`src/rtl/flash_defs.sv`:
```
// Shared definitions for the Wishbone-to-flash adapter: FSM encoding, op codes and
// address-map constants.
package flash_defs;

  localparam int unsigned FLASH_AW        = 22;
  localparam int unsigned ERASE_SPACE_BIT = 23;

  localparam logic [1:0] OP_RD = 2'd0;
  localparam logic [1:0] OP_WR = 2'd1;
  localparam logic [1:0] OP_ER = 2'd2;

  typedef enum logic [2:0] {
    StIdle,
    StIssueLo,
    StWaitLo,
    StIssueHi,
    StWaitHi,
    StDone
  } state_e;

  // Unselected bytes are programmed as 1s so the flash cell is left untouched.
  function automatic logic [15:0] merge_half(input logic [15:0] d, input logic [1:0] sel);
    merge_half = {sel[1] ? d[15:8] : 8'hFF, sel[0] ? d[7:0] : 8'hFF};
  endfunction

endpackage

```
`src/rtl/flash_op_timer.sv`:
```
// Per-operation timeout counter; expire asserts once the count reaches TMO_MAX.
module flash_op_timer #(
  parameter int unsigned TMO_W   = 27,
  parameter int unsigned TMO_MAX = 100_000_000
) (
  input  logic clk,
  input  logic rst,
  input  logic clear,
  input  logic run,
  output logic expire
);

  logic [TMO_W-1:0] cnt_q;

  always_ff @(posedge clk) begin
    if (rst || clear) begin
      cnt_q <= '0;
    end else if (run && !expire) begin
      cnt_q <= cnt_q + 1'b1;
    end
  end

  assign expire = (cnt_q == TMO_W'(TMO_MAX));

endmodule

```
`src/rtl/flash_wb_adapter.sv`:
```
// Wishbone classic slave that splits 32-bit accesses into 16-bit flash controller
// commands, with a bounded wait on every controller operation.
module flash_wb_adapter #(
  parameter int unsigned FLASH_AW = flash_defs::FLASH_AW,
  parameter int unsigned TMO_W    = 27,
  parameter int unsigned TMO_MAX  = 100_000_000
) (
  input  logic                clk,
  input  logic                rst,
  input  logic                wb_cyc_i,
  input  logic                wb_stb_i,
  input  logic                wb_we_i,
  input  logic [31:0]         wb_adr_i,
  input  logic [31:0]         wb_dat_i,
  input  logic [3:0]          wb_sel_i,
  output logic [31:0]         wb_dat_o,
  output logic                wb_ack_o,
  output logic                enable_read,
  output logic                enable_write,
  output logic                enable_erase,
  output logic [FLASH_AW-1:0] input_addr,
  output logic [15:0]         input_data,
  input  logic [15:0]         output_data,
  input  logic                flash_busy,
  input  logic                ack,
  output logic                tmo_flag
);
  import flash_defs::*;

  state_e              state_q;
  logic [FLASH_AW-2:0] word_q;
  logic [31:0]         dat_q;
  logic [3:0]          sel_q;
  logic [1:0]          op_q;
  logic                abort_q;

  logic   in_issue, in_wait, is_hi, need_hi, expire, tmr_run, tmr_clear;
  state_e next_half;
  logic [15:0] wdata, cap;

  logic unused_adr;
  assign unused_adr = ^{wb_adr_i[31:24], wb_adr_i[1:0]};

  always_comb begin
    in_issue = (state_q == StIssueLo) || (state_q == StIssueHi);
    in_wait  = (state_q == StWaitLo) || (state_q == StWaitHi);
    is_hi    = (state_q == StIssueHi) || (state_q == StWaitHi);
    need_hi  = (op_q == OP_RD) || ((op_q == OP_WR) && (sel_q[3:2] != 2'b00));
    if (!wb_cyc_i || abort_q) begin
      next_half = StIdle;
    end else if (!is_hi && need_hi) begin
      next_half = StIssueHi;
    end else begin
      next_half = StDone;
    end
    tmr_run   = in_issue || in_wait;
    // Clear on every state change so each flash op gets a fresh budget.
    tmr_clear = !tmr_run || expire || (in_wait && ack)
                || (in_issue && (!flash_busy || !wb_cyc_i));
    wdata = is_hi ? merge_half(dat_q[31:16], sel_q[3:2]) : merge_half(dat_q[15:0], sel_q[1:0]);
    cap   = (in_wait && ack) ? output_data : 16'hFFFF;
  end

  flash_op_timer #(
    .TMO_W  (TMO_W),
    .TMO_MAX(TMO_MAX)
  ) u_timer (
    .clk   (clk),
    .rst   (rst),
    .clear (tmr_clear),
    .run   (tmr_run),
    .expire(expire)
  );

  always_ff @(posedge clk) begin
    if (rst) begin
      state_q      <= StIdle;
      word_q       <= '0;
      dat_q        <= '0;
      sel_q        <= '0;
      op_q         <= OP_RD;
      abort_q      <= 1'b0;
      wb_dat_o     <= '0;
      wb_ack_o     <= 1'b0;
      enable_read  <= 1'b0;
      enable_write <= 1'b0;
      enable_erase <= 1'b0;
      input_addr   <= '0;
      input_data   <= '0;
      tmo_flag     <= 1'b0;
    end else begin
      enable_read  <= 1'b0;
      enable_write <= 1'b0;
      enable_erase <= 1'b0;
      wb_ack_o     <= 1'b0;
      unique case (state_q)
        StIdle: begin
          if (wb_cyc_i && wb_stb_i && !wb_ack_o) begin
            word_q  <= wb_adr_i[FLASH_AW:2];
            dat_q   <= wb_dat_i;
            sel_q   <= wb_sel_i;
            abort_q <= 1'b0;
            if (!wb_we_i) begin
              op_q    <= OP_RD;
              state_q <= StIssueLo;
            end else if (wb_adr_i[ERASE_SPACE_BIT]) begin
              op_q    <= OP_ER;
              state_q <= StIssueLo;
            end else begin
              op_q <= OP_WR;
              if (wb_sel_i == 4'b0000) begin
                state_q <= StDone;
              end else if (wb_sel_i[1:0] == 2'b00) begin
                state_q <= StIssueHi;
              end else begin
                state_q <= StIssueLo;
              end
            end
          end
        end
        StIssueLo, StIssueHi: begin
          if (!wb_cyc_i) begin
            state_q <= StIdle;
          end else if (expire) begin
            tmo_flag <= 1'b1;
            if (op_q == OP_RD) begin
              if (is_hi) wb_dat_o[31:16] <= cap;
              else       wb_dat_o[15:0]  <= cap;
            end
            state_q <= next_half;
          end else if (!flash_busy) begin
            enable_read  <= (op_q == OP_RD);
            enable_write <= (op_q == OP_WR);
            enable_erase <= (op_q == OP_ER);
            input_addr   <= {word_q, is_hi};
            input_data   <= (op_q == OP_WR) ? wdata : 16'h0000;
            state_q      <= is_hi ? StWaitHi : StWaitLo;
          end
        end
        StWaitLo, StWaitHi: begin
          // A started flash op cannot be aborted; remember the drop and finish it.
          if (!wb_cyc_i) abort_q <= 1'b1;
          if (ack || expire) begin
            if (!ack) tmo_flag <= 1'b1;
            if (op_q == OP_RD) begin
              if (is_hi) wb_dat_o[31:16] <= cap;
              else       wb_dat_o[15:0]  <= cap;
            end
            state_q <= next_half;
          end
        end
        StDone: begin
          wb_ack_o <= wb_cyc_i;
          state_q  <= StIdle;
        end
        default: state_q <= StIdle;
      endcase
    end
  end

endmodule
```
`config.mk`:
```
export PLATFORM = sky130hd
export DESIGN_NAME = flash_wb_adapter
export DESIGN_NICKNAME = d
export VERILOG_FILES = /design/src/rtl/flash_defs.sv /design/src/rtl/flash_op_timer.sv /design/src/rtl/flash_wb_adapter.sv
export SDC_FILE = /design/constraint.sdc
export NUM_CORES = 1
export LEC_CHECK = 0
export BUFFER_PORTS_ARGS = -buffer_cell sky130_fd_sc_hd__buf_2
export CAP_MARGIN = 10
export CORE_MARGIN = 4
export CORE_UTILIZATION = 53
export CTS_CLUSTER_DIAMETER = 30
export DETAILED_ROUTE_END_ITERATION = 10
export PLACE_DENSITY = 0.8
export SETUP_SLACK_MARGIN = 0.5
export SLEW_MARGIN = 10
export SYNTH_ARGS = -nofsm -noshare
export SYNTH_HDL_FRONTEND = slang
export SYNTH_SLANG_ARGS = --single-unit
export TNS_END_PERCENT = 5
```
`constraint.sdc`:
```
create_clock -name clk -period 3.1 [get_ports clk]
set_clock_uncertainty 0.15 [all_clocks]
set_input_delay 0.465 -clock clk [delete_from_list [all_inputs] [get_ports clk]]
set_output_delay 0.465 -clock clk [all_outputs]
set_load 0.03 [all_outputs]
```
==> flow_summary_export.csv, run 1 <==
group,metric,value,unit
critical_path,crit_type,"flip-flop to flip-flop",
synth,ys_seq_area_share,50.7,%
critical_path,cp_slowest_cell,"or4b_1",
synth,ys_ff_latch,165,
timing,rsz0062_at_grt,"true",
drt,via_per_inst,5.73,
synth,synth_cell_types,55,
clocking,htree_levels,4,
die,rows,40,
layout,final_util,67.1,%
die,initial_core_util,54.3,%
placed_design,portBuffers,155,
drt,post_drt_wl_per_cell,16.3,um
placed_design,gp_congestion,0.878,
power_and_ir_drop,ir_drop,416,uV
global_route,grt_pass1_vias,5652,
layout,fin_nets,938,
critical_path,crit_path_cell_trace,"or4b_1 > nor4_4 > buf_4 > a21oi_1 > and4_1 > a32o_1",
critical_path,cpPeakStageDelay,0.58,ns
synth,syn_area_per_cell,9.19,um2
die,num_io_pins,166,
synth,synthCells,709,
timing,finalSetupTns,0,ns
drt,postRouteWirelength,16.4,mm
clocking,cts-root-buf,"clkbuf_16",
drt,dr.pass1.iters,5,
timing,tightest_slew,0.886,ns
global_route,grt_pass1_wl,27.0,mm
die,fp.dieH,119,um
placed_design,dp.cells,971,
synth,syn_nets,802,
layout,drive_gt1_share,28.8,%
timing,setup_violations,0,
critical_path,crit_fanout,17,
outcome,status,"finished, final reports clean",
timing,maxSlewViolCount,0,
power_and_ir_drop,power_density,711,nW/um2
clocking,clkTransAtPathRegs,0.06,ns
clocking,tritoncts,"done",
die,die_w,119,um
critical_path,cp-start-kind,"flip-flop",
min_path,min_path_type,"input pin to flip-flop",
critical_path,rr_startpoint,"u_timer.cnt_q[9]",
critical_path,rr_worst_depth,6,
drt,vias,5750,
clocking,clk_latency,0.42,ns
die,dieArea,14100,um2
clocking,clockBufferDepth,2,
layout,synthToLayoutAreaGrowth,23.7,%
critical_path,worstPathRequired,3.26,ns
timing,slew_headroom,40.9,%
global_route,grt-ovfl-total,0,
global_route,track_usage,23.1,%
min_path,min_to,"dat_q[28]",
clocking,cts_inserted_buffers,17,
min_path,min_path_cells,3,
synth,synthArstFlopShare,0,%
die,coreArea,12000,um2
clocking,cts_sinks,165,
synth,synth_area,6520,um2
run,max_cap_violations,0,
drt,drtIter0Drc,444,
synth,synth_edf_count,0,
critical_path,worstSetupStartpoint,"u_timer.cnt_q[9]",
critical_path,regToRegSetupSlack,0.54,ns
global_route,grt_max_degree,89,
synth,yosys_warnings,0,
timing,hold_viol,0,
timing,whs,0.126,ns
power_and_ir_drop,p_leak,3.17,nW
min_path,min_from,"wb_dat_i[28]",
timing,min_period,2.56,ns
synth,synth_ff_type,"dfxtp_1",
global_route,antenna_found_initial,2,
critical_path,cp-end-kind,"flip-flop",
timing,final_min_period_over_clock_period,82.6,%
layout,layoutNonFillerInstCount,1004,
drt,ant_nets,0,
critical_path,cp.arrival,2.72,ns
clocking,cts_hold_buffers,0,
drt,drc,0,
layout,diodes,0,
timing,max_freq,0.391,GHz
placed_design,hpwl,11.0,mm
critical_path,worst_r2r_endpoint,"input_data[4]",
-- flip-flops by register name, indices dropped and copies added, names as in the netlist, 2 cells and up --
name,cells
op_q,2
wb_dat_o,32
input_addr,22
input_data,16
dat_q,32
word_q,21
state_q,3
sel_q,4
u_timer.cnt_q,27
-- repair_timing --
action / in CTS / in global routing
setup endpoints to repair: 66 / 59
buffers inserted: 2 / 0
pin swaps: 1 / 0
resized for setup: 0 / 1
-- worst max-delay path by stage --
stage / slack (ns) / cells past startpoint / to
2_1_floorplan: 0.68 / 7 / input_data[10]
3_3_place_gp: 0.47 / 5 / input_data[12]
3_5_place_dp: 0.38 / 5 / input_data[4]
4_1_cts: 0.40 / 5 / wb_dat_o[25]
5_1_grt: 0.43 / 7 / u_timer.cnt_q[17]
6_report: 0.54 / 6 / input_data[4]
-- kinds of logic (layout without fill, tap and decap cells) --
kind of cell | after synthesis | after routing | share of synthesized area [%]
AOI/OAI and AO/OA | 141 | 141 | 16.0
and+or+nand+nor | 288 | 288 | 22.1
adders and majority gates | 2 | 2 | 0.384
DFF | 165 | 165 | 50.7
xor gates and xnor gates | 25 | 25 | 3.36
buffers and inverters | 66 | 214 | 4.11
muxes | 22 | 22 | 3.38
-- cells in the mapped netlist (12+ instances only) --
| library cell | count | area [um2] |
|---|---|---|
| a21oi_1 | 71 | 355 |
| a32o_1 | 16 | 160 |
| clkbuf_1 | 42 | 158 |
| dfxtp_1 | 165 | 3300 |
| inv_1 | 12 | 45.0 |
| mux2i_1 | 22 | 220 |
| nand2_1 | 131 | 492 |
| nand3b_1 | 34 | 255 |
| nor2_1 | 60 | 225 |
| o221a_2 | 31 | 349 |
| xnor2_1 | 15 | 131 |
-- layout make-up --
cell class	count	area [um2]
Fill cell	928	3950
Clock buffer	19	453
Clock inverter	12	200
Timing Repair Buffer	171	908
Sequential cell	165	3300
Inverter	12	45.0
Tap cell	147	184
Multi-Input combinational cell	478	2970
-- power by group --
part / leakage (nW) / internal (W) / switching, W / total, W
Clock: 0.324 / 0.00147 / 0.000843 / 0.00231
Combinational: 1.51 / 0.000372 / 0.000631 / 0.00100
Sequential: 1.34 / 0.00229 / 0.000131 / 0.00242
-- cell usage in the layout (no fill, tap or decap), types with 3 or more instances in the layout --
cell,instances
xnor2_1,15
nor4_4,3
inv_1,12
a32o_1,16
xor2_1,10
nand2_1,131
mux2i_1,22
a21oi_1,71
clkbuf_16,17
nand2b_1,3
bufinv_16,5
buf_4,15
or4_1,3
dfxtp_1,165
a211oi_1,3
buf_2,155
nor3_1,5
nor4_1,6
clkinv_2,3
o21ai_0,4
nor2_1,59
nand3b_1,34
nand3_1,9
and3_1,3
or3_1,3
nand4_1,9
o221a_2,31
-- routing by layer --
metal,track usage (%),wire (um)
met1,28.2,6760
met2,37.2,7740
met3,7.55,1410
met4,10.8,471
met5,0,20
-- metrics by stage --
step                power [W]  setup WS, ns  area, um2
detailed placement    0.00345         0.383       7390
CTS                   0.00576         0.402       8060
global placement      0.00342         0.466       7390
global route          0.00597         0.428       8060
finish                0.00574         0.541       8060
floorplan             0.00315         0.676       6520
-- critical path: cells and delay by family (launching register included) --
kind	cells	cell delay, ns
AND/OR/NAND/NOR	3	1.30
AO/OA/AOI/OAI	2	0.44
flip-flops	1	0.36
buffers and inverters	1	0.19
No activity file was read; power rests on OpenSTA's default activity.
==> run 2, diff against run 1 <==
==> constraint.sdc (replaced) <==
create_clock -name clk -period 2.7 [get_ports clk]
set_clock_uncertainty 0.15 [all_clocks]
set_input_delay 0.405 -clock clk [delete_from_list [all_inputs] [get_ports clk]]
set_output_delay 0.405 -clock clk [all_outputs]
set_load 0.03 [all_outputs]
==> run 2 against run 1 <==
Register-to-register slack lost 0.13 ns. Sequential share of layout area shrank 0.60 points. Worst setup slack lost 0.13 ns. Final area grew 1.8%. Total power grew 13%. Maximum frequency grew 12%.
==> flow_summary_export.csv, run 2 (synthesis gave the netlist of run 1 again) <==
group,metric,value,unit
layout,diodes,0,
placed_design,hpwl,11.2,mm
die,initial_core_util,54.3,%
min_path,min_path_type,"input pin to flip-flop",
min_path,min_from,"wb_adr_i[8]",
die,die_w,119,um
timing,slew_headroom,59.0,%
global_route,antenna_found_initial,0,
global_route,grt_pass1_wl,28.1,mm
clocking,cts_inserted_buffers,17,
power_and_ir_drop,ir_drop,624,uV
timing,maxSlewViolCount,0,
placed_design,portBuffers,155,
die,rows,40,
clocking,cts_sinks,165,
drt,dr.pass1.iters,5,
layout,synthToLayoutAreaGrowth,25.9,%
clocking,htree_levels,4,
critical_path,cp.arrival,2.50,ns
global_route,grt-ovfl-total,0,
layout,design_area,8210,um2
clocking,cts_hold_buffers,0,
die,num_io_pins,166,
layout,fin_nets,949,
clocking,clk_latency,0.42,ns
timing,max_freq,0.436,GHz
critical_path,crit_type,"flip-flop to flip-flop",
drt,postRouteWirelength,17.2,mm
critical_path,rr_startpoint,"u_timer.cnt_q[17]",
drt,vias,5891,
clocking,cts-root-buf,"clkbuf_16",
drt,post_drt_wl_per_cell,16.9,um
die,dieArea,14100,um2
clocking,clkTransAtPathRegs,0.06,ns
die,fp.dieH,119,um
critical_path,worstPathRequired,2.90,ns
drt,ant_nets,0,
critical_path,cp-start-kind,"flip-flop",
timing,final_min_period_over_clock_period,84.9,%
layout,final_cell_mix,"158 x dfxtp_1, 155 x buf_2, 131 x nand2_1",
critical_path,regToRegSetupSlack,0.41,ns
placed_design,gp_congestion,0.840,
critical_path,cp-end-kind,"flip-flop",
timing,finalSetupTns,0,ns
critical_path,worstSetupStartpoint,"u_timer.cnt_q[17]",
global_route,track_usage,24.2,%
clocking,tritoncts,"done",
timing,min_period,2.29,ns
global_route,grt_max_degree,60,
timing,hold_viol,0,
drt,drtIter0Drc,494,
layout,final_common_cell,"dfxtp_1",
timing,tightest_slew,0.611,ns
layout,drive_gt1_share,30.8,%
run,max_cap_violations,0,
outcome,status,"finished, final reports clean",
layout,fillers,904,
timing,rsz0062_at_grt,"true",
die,coreArea,12000,um2
placed_design,placed_area,7420,um2
timing,setup_violations,0,
clocking,clockBufferDepth,2,
global_route,grt_pass1_vias,5855,
power_and_ir_drop,power_density,792,nW/um2
layout,biggestRegsByFlops,"dat_q (32), wb_dat_o (32), u_timer.cnt_q (27)",
drt,via_per_inst,5.81,
critical_path,crit_fanout,16,
power_and_ir_drop,p_leak,3.23,nW
drt,drc,0,
==> run 2: cell types whose count changed in the layout (fill, tap and decap cells not counted), sizes merged <==
cell	previous run	this run
clkinv	5	3
buf	171	180
inv	14	12
clkbuf	19	23
bufinv	5	3
clkinvlp	0	1
and4	2	4
==> run 2: metrics by stage <==
step                      total power (W)  instances  hold WS (ns)  util (%)  setup slack (ns)
final                             0.00650       1014        0.0711      68.3             0.407
after global routing              0.00677       1014        0.0675      68.3             0.324
after CTS                         0.00651       1012        0.0538      68.0             0.358
after detailed placement          0.00399        972         0.294      61.8            0.0745
after global placement            0.00394        972         0.287      61.8             0.133
after floorplan                   0.00362        709         0.281         -             0.297
==> run 2: what timing repair did <==
action,4_1_cts,5_1_grt
cloned,3,0
resized for setup,16,7
setup buffers,7,2
pin swaps,4,6
setup endpoints to repair,100,101
==> run 2: report_power, final <==
group          switching [W]  total [W]  internal (W)  leakage (nW)
logic               0.000763    0.00123      0.000464          1.59
registers           0.000159    0.00278       0.00263          1.34
clock network       0.000917    0.00249       0.00157         0.301
total                0.00184    0.00650       0.00466          3.23
==> run 2: worst max-delay path: stages, from the launching register on <==
cell and delay, ns:
dfxtp_2 0.33, or4b_4 0.55, nor4_4 0.30, buf_4 0.18, a211oi_4 0.08, buf_4 0.15
nor2_2 0.07, buf_4 0.24, a32o_1 0.17
==> run 2: area by class of cell <==
cell class / instances / area [um2] / share of cell area [%]
clock buffer: 23 / 498 / 6.07
clock inverter: 7 / 120 / 1.46
inverter: 12 / 45.0 / 0.549
multi-input combinational: 480 / 3040 / 37.0
sequential: 165 / 3310 / 40.4
tap: 147 / 184 / 2.24
timing repair buffer: 180 / 1010 / 12.3
==> run 2: final timing paths <==
path,end,cells past startpoint
setup / recovery,input_data[5],8
setup reg to reg,input_data[5],8
hold reg to reg,u_timer.cnt_q[0],1
hold / removal,word_q[6],3
==> run 2: per-layer routing <==
metal | GRT usage, % | up-vias | share of wire [%]
met2 | 41.7 | 210 | 51
met1 | 28.4 | 2847 | 40
li1 | - | 2794 | -
met4 | 9.70 | 0 | 2.1
met5 | 0 | - | 0
met3 | 7.03 | 40 | 6.9
==> run 3, diff against run 2 <==
--- a/config.mk
+++ b/config.mk
@@ -8,10 +8,10 @@
 export BUFFER_PORTS_ARGS = -buffer_cell sky130_fd_sc_hd__buf_2
 export CAP_MARGIN = 10
 export CORE_MARGIN = 4
-export CORE_UTILIZATION = 53
+export CORE_UTILIZATION = 48
 export CTS_CLUSTER_DIAMETER = 30
 export DETAILED_ROUTE_END_ITERATION = 10
-export PLACE_DENSITY = 0.8
+export PLACE_DENSITY = 0.76
 export SETUP_SLACK_MARGIN = 0.5
 export SLEW_MARGIN = 10
 export SYNTH_ARGS = -nofsm -noshare
==> constraint.sdc (replaced) <==
create_clock -name clk -period 2.1 [get_ports clk]
set_clock_uncertainty 0.15 [all_clocks]
set_input_delay 0.315 -clock clk [delete_from_list [all_inputs] [get_ports clk]]
set_output_delay 0.315 -clock clk [all_outputs]
set_load 0.03 [all_outputs]
==> run 3 against run 2 <==
The flow now finishes with violations (setup timing). Via count increased by 1.3%. Die area rose by 9.7%. Hold slack got worse by 0.049 ns. Sequential cell count is the same. Clock power is 22% higher. Total power rose by 29%. Maximum frequency is 2.1% higher. Critical path depth is 1 lower. Count of clock-buffer cells in the layout stayed put. Combinational power increased by 49%. Largest cell class unchanged. Highest routed layer unchanged.
==> flow_summary_export.csv, run 3 (synthesis gave the netlist of run 1 again) <==
group,metric,value,unit
outcome,status,"finished with violations",
outcome,violations,"setup timing",
layout,biggestRegsByFlops,"dat_q (32), wb_dat_o (32), u_timer.cnt_q (27)",
min_path,min_path_cells,3,
clocking,cts_inserted_buffers,17,
timing,final_min_period_over_clock_period,107,%
global_route,antenna_found_initial,2,
min_path,min_to,"dat_q[19]",
layout,final_cell_mix,"161 x dfxtp_1, 155 x buf_2, 131 x nand2_1",
placed_design,pre_cts_ws,-0.190,ns
critical_path,cpPeakStageDelay,0.54,ns
global_route,grt_max_degree,46,
critical_path,critPathBufInv,2,
critical_path,cp-end-kind,"flip-flop",
critical_path,crit_fanout,16,
power_and_ir_drop,p_leak,3.63,nW
placed_design,gp_congestion,0.875,
critical_path,crit_family,"simple AND/OR/NAND/NOR gates",
drt,drtIter0Drc,410,
placed_design,hpwl,10.9,mm
layout,fillers,1010,
die,num_io_pins,166,
timing,tightest_slew,0.419,ns
global_route,grt-ovfl-total,0,
clocking,htree_levels,4,
timing,min_period,2.25,ns
die,initial_core_util,49.0,%
layout,fin_nets,1033,
critical_path,worst_r2r_endpoint,"wb_dat_o[26]",
global_route,track_usage,22.3,%
timing,setup_ws,-0.146,ns
layout,synthToLayoutAreaGrowth,39.2,%
run,max_cap_violations,0,
timing,slew_headroom,72.0,%
critical_path,worstSetupStartpoint,"u_timer.cnt_q[12]",
power_and_ir_drop,ir_drop,581,uV
global_route,grt_pass1_vias,5853,
clocking,tritoncts,"done",
clocking,cts_sinks,165,
timing,maxSlewViolCount,0,
drt,drc,0,
timing,hold_viol,0,
drt,vias,5966,
critical_path,crit_path_cell_trace,"or4b_4 > nor4_4 > buf_6 > a31oi_4 > nor4_4 > buf_12 > o221a_1",
layout,final_common_cell,"dfxtp_1",
min_path,min_path_type,"input pin to flip-flop",
clocking,clockBufferDepth,2,
die,coreArea,13300,um2
layout,final_util,68.2,%
timing,max_freq,0.445,GHz
timing,rsz0062_at_grt,"true",
drt,post_drt_wl_per_cell,15.5,um
critical_path,cp_slowest_cell,"or4b_4",
drt,via_per_inst,5.28,
clocking,clk_latency,0.42,ns
timing,setup_violations,93,
die,fp.dieH,125,um
global_route,grt_pass1_wl,29.0,mm
critical_path,critPathMostFrequentCell,"nor4_4",
critical_path,cp.arrival,2.45,ns
die,dieArea,15500,um2
critical_path,rr_worst_depth,7,
power_and_ir_drop,power_density,926,nW/um2
die,die_w,125,um
drt,ant_nets,0,
critical_path,crit_type,"flip-flop to flip-flop",
placed_design,portBuffers,155,
drt,dr.pass1.iters,5,
die,rows,42,
clocking,cts-root-buf,"clkbuf_16",
drt,postRouteWirelength,17.5,mm
critical_path,worstPathRequired,2.30,ns
min_path,min_from,"wb_dat_i[19]",
critical_path,cp-start-kind,"flip-flop",
layout,drive_gt1_share,31.9,%
clocking,clkTransAtPathRegs,0.06,ns
critical_path,regToRegSetupSlack,-0.15,ns
critical_path,rr_startpoint,"u_timer.cnt_q[12]",
[run 3: cell types whose count changed in the layout (fill, tap and decap cells not counted), moves of 2 or more]
| cell | delta |
|---|---|
| dlygate4sd3_1 | +52 |
| buf_4 | +28 |
| buf_12 | +6 |
| dfxtp_1 | +3 |
| a211oi_1 | -2 |
| a211oi_2 | +2 |
| and4_4 | -2 |
| clkinv_2 | +2 |
| dfxtp_2 | -2 |
| diode_2 | +2 |
| nor2_1 | -2 |
| nor2_2 | +2 |
| o21ai_0 | -2 |
| o21ai_1 | +2 |
[run 3: worst max path at each step]
stage / endpoint / slack, ns / depth (start not counted)
CTS: wb_dat_o[26] / -0.15 / 7
detailed placement: input_data[7] / -0.19 / 7
floorplan: wb_dat_o[10] / -0.30 / 6
finish: wb_dat_o[26] / -0.15 / 7
global route: wb_dat_o[2] / -0.21 / 7
global placement: wb_dat_o[8] / -0.15 / 7
[run 3: through the flow]
step	hold slack, ns	power (W)	area [um2]	TNS [ns]	std cells
finish	0.0218	0.00841	9070	-7.91	1130
CTS	0.00234	0.00839	8980	-9.33	1125
floorplan	0.281	0.00466	6540	-20.41	709
detailed placement	0.291	0.00526	7850	-10.88	1043
global placement	0.283	0.00523	7850	-8.62	1043
global route	0.0118	0.00880	9070	-15.16	1130
[run 3: layout make-up]
type / count / area, um2 / area share [%]
clock inverter: 8 / 98.8 / 1.09
tap: 176 / 220 / 2.43
timing repair buffer: 266 / 1860 / 20.5
sequential: 165 / 3310 / 36.5
multi-input combinational: 478 / 3050 / 33.6
antenna: 2 / 5.00 / 0.0552
clock buffer: 23 / 488 / 5.38
inverter: 12 / 45.0 / 0.496
[run 3: power breakdown]
group	internal, W	switching, W	leakage (nW)
registers	0.00338	0.000153	1.34
clock network	0.00187	0.00118	0.285
logic	0.000774	0.00106	2.00
total	0.00602	0.00239	3.63
[run 3: what timing repair did]
item / 4_1_cts / 5_1_grt
hold endpoints to repair: 51 / 1
resized for setup: 11 / 13
setup endpoints to repair: 164 / 164
hold buffers: 51 / 1
pin swaps: 2 / 7
buffers inserted: 0 / 2
[run 3: worst reg2reg max path: stages, from the launching register on]
cell     delay (ns)
dfxtp_2        0.32
or4b_4         0.54
nor4_4         0.31
buf_6          0.18
a31oi_4        0.11
nor4_4         0.20
buf_12         0.19
o221a_1        0.19
[run 3: layer usage]
layer	track usage [%]	wire length (um)	vias to the layer above
met2	36.8	8570	200
met1	28.0	7500	2781
met5	0	0	-
met4	8.64	382	0
li1	-	-	2954
met3	5.92	1060	31
